--- config.mk ---
export PLATFORM = sky130hd
export DESIGN_NAME = base_tre_dec_flat
export DESIGN_NICKNAME = d
export VERILOG_FILES = /design/src/rtl/base_tre_dec_if.sv /design/src/rtl/base_tre_dec.sv /design/src/flat_wrapper.sv
export SDC_FILE = /design/constraint.sdc
export NUM_CORES = 1
export LEC_CHECK = 0
export CELL_PAD_IN_SITES_DETAIL_PLACEMENT = 0
export CELL_PAD_IN_SITES_GLOBAL_PLACEMENT = 2
export CORE_MARGIN = 1
export CORE_UTILIZATION = 18
export DETAILED_ROUTE_END_ITERATION = 10
export GPL_TIMING_DRIVEN = 0
export HOLD_SLACK_MARGIN = 0.15
export PLACE_DENSITY = 0.72
export SETUP_SLACK_MARGIN = 0.3
export SLEW_MARGIN = 10
export SYNTH_ARGS = -nofsm -noshare
export SYNTH_HDL_FRONTEND = slang
export SYNTH_SLANG_ARGS = --single-unit
--- constraint.sdc ---
create_clock -name clk -period 0.9 [get_ports clk]
set_input_delay 0.18 -clock clk [delete_from_list [all_inputs] [get_ports clk]]
set_output_delay 0.18 -clock clk [all_outputs]
set_load 0.005 [all_outputs]
--- src/rtl/base_tre_dec_if.sv ---
// Handshake and result bundle for the thermometer decoder. The slave modport is the decoder side.
// Code vectors are [0:ways-1] so bit 0 is the first position of the thermometer.
interface base_tre_dec_if #(
  parameter int unsigned ways = 2,
  parameter int unsigned cntw = 8
);
  localparam int unsigned encw = (ways > 1) ? $clog2(ways) : 1;

  logic              i_v;
  logic              i_r;
  logic [0:ways-1]   i_d;
  logic              o_v;
  logic              o_r;
  logic [0:ways-1]   o_oh;
  logic [encw-1:0]   o_enc;
  logic              o_zero;
  logic              o_err;
  logic [cntw-1:0]   o_errcnt;

  modport slave (
    input  i_v, i_d, o_r,
    output i_r, o_v, o_oh, o_enc, o_zero, o_err, o_errcnt
  );

  modport master (
    output i_v, i_d, o_r,
    input  i_r, o_v, o_oh, o_enc, o_zero, o_err, o_errcnt
  );
endinterface

--- src/rtl/base_tre_dec.sv ---
// Two-stage thermometer decoder: leading-edge one-hot, its index, zero and bubble flags.
// Bubble detection and the error counter exist only with BASE_TRE_DEC_BUBBLE_CHK_EN defined.
module base_tre_dec #(
  parameter int unsigned ways = 2,
  parameter int unsigned cntw = 8
) (
  input logic          clk,
  input logic          reset,
  base_tre_dec_if.slave bus
);
  localparam int unsigned encw = (ways > 1) ? $clog2(ways) : 1;

  logic            s1_v_q;
  logic [0:ways-1] s1_d_q;
  logic            s1_zero_q;
  logic            o_v_q;
  logic [0:ways-1] oh_q;
  logic [encw-1:0] enc_q;
  logic            zero_q;

  logic s2_free, s1_move, in_xfer, out_xfer;

  assign s2_free  = ~o_v_q | bus.o_r;
  assign s1_move  = s1_v_q & s2_free;
  assign bus.i_r  = ~s1_v_q | s2_free;
  assign in_xfer  = bus.i_v & bus.i_r;
  assign out_xfer = o_v_q & bus.o_r;

  // Lowest rising edge; on a legal code this is the only one.
  logic [0:ways-1] oh_d;
  logic [encw-1:0] enc_d;
  always_comb begin
    logic seen;
    logic prev;
    oh_d  = '0;
    enc_d = '0;
    seen  = 1'b0;
    prev  = 1'b0;
    for (int k = 0; k < int'(ways); k++) begin
      if (!seen && s1_d_q[k] && !prev) begin
        oh_d[k] = 1'b1;
        seen    = 1'b1;
      end
      prev = s1_d_q[k];
    end
    for (int k = 0; k < int'(ways); k++) begin
      enc_d = enc_d | (oh_d[k] ? encw'(k) : '0);
    end
  end

  always_ff @(posedge clk) begin
    if (reset) begin
      s1_v_q    <= 1'b0;
      s1_d_q    <= '0;
      s1_zero_q <= 1'b0;
      o_v_q     <= 1'b0;
      oh_q      <= '0;
      enc_q     <= '0;
      zero_q    <= 1'b0;
    end else begin
      if (in_xfer) begin
        s1_v_q    <= 1'b1;
        s1_d_q    <= bus.i_d;
        s1_zero_q <= ~|bus.i_d;
      end else if (s1_move) begin
        s1_v_q <= 1'b0;
      end
      // Stage 2 loads whenever it is free, so a full pipe pops and pushes in one cycle.
      if (s1_move) begin
        o_v_q  <= 1'b1;
        oh_q   <= oh_d;
        enc_q  <= enc_d;
        zero_q <= s1_zero_q;
      end else if (out_xfer) begin
        o_v_q <= 1'b0;
      end
    end
  end

  assign bus.o_v    = o_v_q;
  assign bus.o_oh   = oh_q;
  assign bus.o_enc  = enc_q;
  assign bus.o_zero = zero_q;

`ifdef BASE_TRE_DEC_BUBBLE_CHK_EN
  logic            bub_d;
  logic            s1_err_q;
  logic            err_q;
  logic [cntw-1:0] errcnt_q;

  // Any 1 followed by a 0 later implies an adjacent 1->0 step somewhere.
  always_comb begin
    bub_d = 1'b0;
    for (int k = 0; k + 1 < int'(ways); k++) begin
      bub_d = bub_d | (bus.i_d[k] & ~bus.i_d[k+1]);
    end
  end

  always_ff @(posedge clk) begin
    if (reset) begin
      s1_err_q <= 1'b0;
      err_q    <= 1'b0;
      errcnt_q <= '0;
    end else begin
      if (in_xfer) begin
        s1_err_q <= bub_d;
      end
      if (s1_move) begin
        err_q <= s1_err_q;
      end
      if (out_xfer && err_q && (errcnt_q != '1)) begin
        errcnt_q <= errcnt_q + cntw'(1);
      end
    end
  end

  assign bus.o_err    = err_q;
  assign bus.o_errcnt = errcnt_q;
`else
  assign bus.o_err    = 1'b0;
  assign bus.o_errcnt = '0;
`endif
endmodule
--- src/flat_wrapper.sv ---
// flat-port wrapper written by rule: the top's interface ports become plain ports
module base_tre_dec_flat 
#(
  parameter int unsigned ways = 2,
  parameter int unsigned cntw = 8
)
  (clk, reset, bus_i_v, bus_i_d, bus_o_r, bus_i_r, bus_o_v, bus_o_oh, bus_o_enc, bus_o_zero, bus_o_err, bus_o_errcnt);
  base_tre_dec_if #(.ways(ways), .cntw(cntw)) bus_i ();
  input logic clk;
  input logic reset;
  input wire logic [$bits(bus_i.i_v)-1:0] bus_i_v;
  input wire logic [$bits(bus_i.i_d)-1:0] bus_i_d;
  input wire logic [$bits(bus_i.o_r)-1:0] bus_o_r;
  output wire logic [$bits(bus_i.i_r)-1:0] bus_i_r;
  output wire logic [$bits(bus_i.o_v)-1:0] bus_o_v;
  output wire logic [$bits(bus_i.o_oh)-1:0] bus_o_oh;
  output wire logic [$bits(bus_i.o_enc)-1:0] bus_o_enc;
  output wire logic [$bits(bus_i.o_zero)-1:0] bus_o_zero;
  output wire logic [$bits(bus_i.o_err)-1:0] bus_o_err;
  output wire logic [$bits(bus_i.o_errcnt)-1:0] bus_o_errcnt;
  assign bus_i.i_v = bus_i_v;
  assign bus_i.i_d = bus_i_d;
  assign bus_i.o_r = bus_o_r;
  assign bus_i_r = bus_i.i_r;
  assign bus_o_v = bus_i.o_v;
  assign bus_o_oh = bus_i.o_oh;
  assign bus_o_enc = bus_i.o_enc;
  assign bus_o_zero = bus_i.o_zero;
  assign bus_o_err = bus_i.o_err;
  assign bus_o_errcnt = bus_i.o_errcnt;
  base_tre_dec #(.ways(ways), .cntw(cntw)) u_core (.clk(clk), .reset(reset), .bus(bus_i));
endmodule
==> impl_metrics.prom, run 1 <==
# TYPE chip_impl_metric gauge
chip_impl_metric{name="final_net_count",unit=""} 83
chip_impl_info{name="run_status",value="finished with violations"} 1
chip_impl_metric{name="pwr_density_cell",unit="nW/µm²"} 1160
chip_impl_info{name="worst-setup-path-type",value="reg -> reg"} 1
chip_impl_metric{name="ys_ff_latch",unit=""} 8
chip_impl_metric{name="total_track_usage",unit="%"} 7.83
chip_impl_metric{name="placement_rows",unit=""} 16
chip_impl_info{name="maxUsedRoutingLayer",value="met4"} 1
chip_impl_metric{name="mapped_cell_area",unit="µm²"} 408
chip_impl_metric{name="critical_path_required",unit="ps"} 1040
chip_impl_info{name="synth_top_area_cell",value="sky130_fd_sc_hd__dfxtp_1"} 1
chip_impl_metric{name="totalWireLength",unit="µm"} 864
chip_impl_metric{name="worst-endpoint-arrival",unit="ps"} 1170
chip_impl_metric{name="drt_pass1_iterations",unit=""} 2
chip_impl_metric{name="cts_buffer_depth",unit=""} 2
chip_impl_info{name="failed_checks",value="negative setup slack"} 1
chip_impl_info{name="clock_tree_from_tritoncts",value="done"} 1
chip_impl_metric{name="setup_violations",unit=""} 9
chip_impl_metric{name="layout-drive-gt1-share",unit="%"} 49.3
chip_impl_info{name="endpoint_kind",value="register"} 1
chip_impl_metric{name="via_count_normalized_by_instance_count",unit=""} 3.55
chip_impl_info{name="synth_most_common_cell",value="sky130_fd_sc_hd__buf_4"} 1
chip_impl_metric{name="postSynthAreaPerCell",unit="µm²"} 8.68
chip_impl_info{name="crit_path_launch_type",value="register"} 1
chip_impl_metric{name="total_power",unit="µW"} 798
chip_impl_metric{name="die_outline_area",unit="µm²"} 2460
chip_impl_metric{name="cts_made_buffers",unit=""} 3
chip_impl_metric{name="drv_slew",unit=""} 0
chip_impl_metric{name="path_clk_slew",unit="ps"} 50
chip_impl_metric{name="grt-ovfl-total",unit=""} 0
chip_impl_metric{name="diodes",unit=""} 0
chip_impl_metric{name="worst_ir_drop_vdd",unit="mV"} 0.338
chip_impl_metric{name="post-route-min-period",unit="ps"} 1040
chip_impl_metric{name="hold_slack",unit="ps"} 471
chip_impl_metric{name="dr.first_iter.drc_count",unit=""} 2
chip_impl_metric{name="place.port_buffers",unit=""} 11
chip_impl_metric{name="power.static_leakage",unit="nW"} 0.327
chip_impl_metric{name="met2WireLength",unit="µm"} 354
chip_impl_metric{name="dieHeight",unit="µm"} 49.6
chip_impl_info{name="synth.area.top_cells",value="sky130_fd_sc_hd__dfxtp_1 (39%), sky130_fd_sc_hd__buf_4 (18%), sky130_fd_sc_hd__o21ai_1 (7.4%), sky130_fd_sc_hd__nand4b_1 (6.4%), sky130_fd_sc_hd__nand2b_1 (6.1%)"} 1
chip_impl_metric{name="max_clk_rate",unit="MHz"} 965
chip_impl_metric{name="synth_cells",unit=""} 47
chip_impl_metric{name="detailroute.via_count",unit=""} 362
chip_impl_metric{name="ioPinCount",unit=""} 21
chip_impl_info{name="leading_post_synthesis_cells_by_instance_count",value="sky130_fd_sc_hd__buf_4 (10), sky130_fd_sc_hd__dfxtp_1 (8), sky130_fd_sc_hd__o21ai_1 (6)"} 1
chip_impl_metric{name="ant_nets",unit=""} 0
chip_impl_metric{name="synth-warning-count",unit=""} 0
chip_impl_metric{name="synthDominantCellAreaShare",unit="%"} 39.3
chip_impl_metric{name="length_of_routed_wiring_on_met1",unit="µm"} 420
chip_impl_metric{name="core",unit="µm²"} 2040
chip_impl_metric{name="clock_sink_count",unit=""} 8
chip_impl_metric{name="max-cap-violations",unit=""} 0
chip_impl_metric{name="timing_hold_violations_final",unit=""} 0
chip_impl_metric{name="route.met3.wl",unit="µm"} 83
chip_impl_metric{name="remaining_drc_errors",unit=""} 0
chip_impl_metric{name="first_global_vias",unit=""} 306
chip_impl_metric{name="largest_net_degree_at_the_start_of_global_routing",unit=""} 11
chip_impl_info{name="setup_repair_after_global_routing_missed_its_margin",value="true"} 1
chip_impl_metric{name="htreeDepth",unit=""} 1
chip_impl_metric{name="grt_antenna_before_repair",unit=""} 0
chip_impl_metric{name="clock-skew-final",unit="ps"} 2.26
chip_impl_metric{name="initial_utilization",unit="%"} 20.0
chip_impl_metric{name="synth_cell_type_count",unit=""} 15
chip_impl_metric{name="asyncSetResetFlopFracSynth",unit="%"} 0
chip_impl_metric{name="yosysSeqAreaShare",unit="%"} 39.3
chip_impl_metric{name="synth-edff-count",unit=""} 0
chip_impl_metric{name="post_drt_wl_per_cell",unit="µm"} 8.47
chip_impl_metric{name="critPathMaxFanout",unit=""} 4
chip_impl_metric{name="clk-insertion-delay-late",unit="ps"} 250
chip_impl_metric{name="gp_routability_congestion",unit=""} 0.728
chip_impl_info{name="hold_path_class",value="in -> reg"} 1
chip_impl_metric{name="finalWorstSetupSlack",unit="ps"} -137
chip_impl_info{name="ys_dominant_reg_cell",value="sky130_fd_sc_hd__dfxtp_1"} 1
chip_impl_metric{name="timing.final.crit_share",unit="%"} 115
chip_impl_metric{name="chipWidth",unit="µm"} 49.6
chip_impl_metric{name="first_pass_grt_wire_length",unit="µm"} 1370
chip_impl_metric{name="dpl.hpwl",unit="µm"} 600
chip_impl_metric{name="flow.area_growth_from_synthesis",unit="%"} 69.3
chip_impl_info{name="clock-root-buffer",value="sky130_fd_sc_hd__clkbuf_4"} 1
## kinds of logic after synthesis
| group | synth area share, % |
|---|---|
| buffers and inverters | 21.2 |
| DFF | 39.3 |
| AOI/OAI and AO/OA | 16.6 |
| and+or+nand+nor | 22.1 |
| other | 0.919 |
## sequential cells by signal (all words and copies together) (netlist names)
register           cells
u_core.bus.o_oh        2
u_core.bus.o_v         1
u_core.bus.o_zero      1
u_core.s1_d_q          2
u_core.s1_v_q          1
u_core.s1_zero_q       1
## report_power, final
group          internal, mW  switching [mW]
clock network         0.152           0.116
registers             0.368          0.0132
logic                0.0912          0.0579
total                 0.612           0.187
## worst max-delay path, cell delays in order, from the launching register on
cell	delay [ps]
sky130_fd_sc_hd__dfxtp_4	350
sky130_fd_sc_hd__buf_6	110
sky130_fd_sc_hd__and2b_2	230
sky130_fd_sc_hd__a21oi_4	160
sky130_fd_sc_hd__o21ai_1	70
## routing by layer
| metal | global-route usage (%) | up-vias |
|---|---|---|
| met5 | 0 | - |
| met4 | 7.14 | 0 |
| met3 | 3.40 | 2 |
| met2 | 9.91 | 15 |
| met1 | 9.67 | 146 |
| li1 | - | 199 |
## final timing paths
| path | startpoint | to | cells after the start | slack [ps] |
|---|---|---|---|---|
| setup / recovery | u_core.bus.o_v | u_core.s1_d_q[0] | 4 | -140 |
| hold / removal | bus_o_r | u_core.bus.o_v | 3 | 470 |
| setup reg to reg | u_core.bus.o_v | u_core.s1_d_q[0] | 4 | -140 |
| hold reg to reg | u_core.s1_d_q[1] | u_core.s1_d_q[1] | 2 | 480 |
## repair_timing
item / in CTS / in global routing
buffers inserted: 4 / 2
gates resized for setup: 37 / 2
endpoints found under the hold margin: 0 / 0
hold buffers: 0 / 0
endpoints found under the setup margin: 14 / 14
pin swaps: 1 / 0
## stage by stage
step | std cells | TNS (ps) | cell area, µm² | setup slack [ps] | util [%]
5_1_grt | 102 | -1340 | 691 | -168 | 33.8
4_1_cts | 100 | -877 | 666 | -125 | 32.6
3_3_place_gp | 93 | -4140 | 591 | -650 | 28.9
6_report | 102 | -1030 | 691 | -137 | 33.8
2_1_floorplan | 55 | 0 | 447 | 39.1 | -
3_5_place_dp | 93 | -4110 | 591 | -638 | 28.9
## layout by cell type, fill, tap and decap left out
cell / Yosys / routed
sky130_fd_sc_hd__o21ai_2: 0 / 1
sky130_fd_sc_hd__dfxtp_4: 0 / 2
sky130_fd_sc_hd__buf_4: 10 / 13
sky130_fd_sc_hd__dfxtp_1: 8 / 3
sky130_fd_sc_hd__dlygate4sd2_1: 0 / 1
sky130_fd_sc_hd__clkbuf_4: 0 / 4
sky130_fd_sc_hd__inv_1: 1 / 1
sky130_fd_sc_hd__inv_2: 1 / 1
sky130_fd_sc_hd__conb_1: 1 / 9
sky130_fd_sc_hd__nand3_1: 3 / 3
sky130_fd_sc_hd__buf_2: 0 / 2
sky130_fd_sc_hd__nand2b_1: 4 / 4
sky130_fd_sc_hd__nand3b_4: 0 / 1
sky130_fd_sc_hd__clkdlybuf4s50_1: 0 / 4
sky130_fd_sc_hd__a21oi_1: 4 / 4
sky130_fd_sc_hd__and2b_2: 0 / 1
sky130_fd_sc_hd__nand4b_1: 3 / 3
sky130_fd_sc_hd__buf_6: 0 / 7
sky130_fd_sc_hd__a21oi_4: 0 / 1
sky130_fd_sc_hd__o21ai_1: 6 / 5
sky130_fd_sc_hd__a21oi_2: 2 / 1
sky130_fd_sc_hd__nor3_1: 1 / 1
sky130_fd_sc_hd__dfxtp_2: 0 / 3
## layout make-up
cell class                      count  area, µm²
Buffer                             11       86.3
Timing Repair Buffer               17        156
Sequential cell                     8        171
Multi-Input combinational cell     34        213
Inverter                            2       7.51
Fill cell                         228       1350
Tap cell                           27       33.8
Clock buffer                        3       22.5
Note: power is estimated with default switching activity, not from simulation.
==> inputs of run 2 (changes only) <==
ABC_CLOCK_PERIOD_IN_PS = 900   (was default)
==> results of run 2 <==
No change in the layout: final DEF, timing and power equal those of run 1.
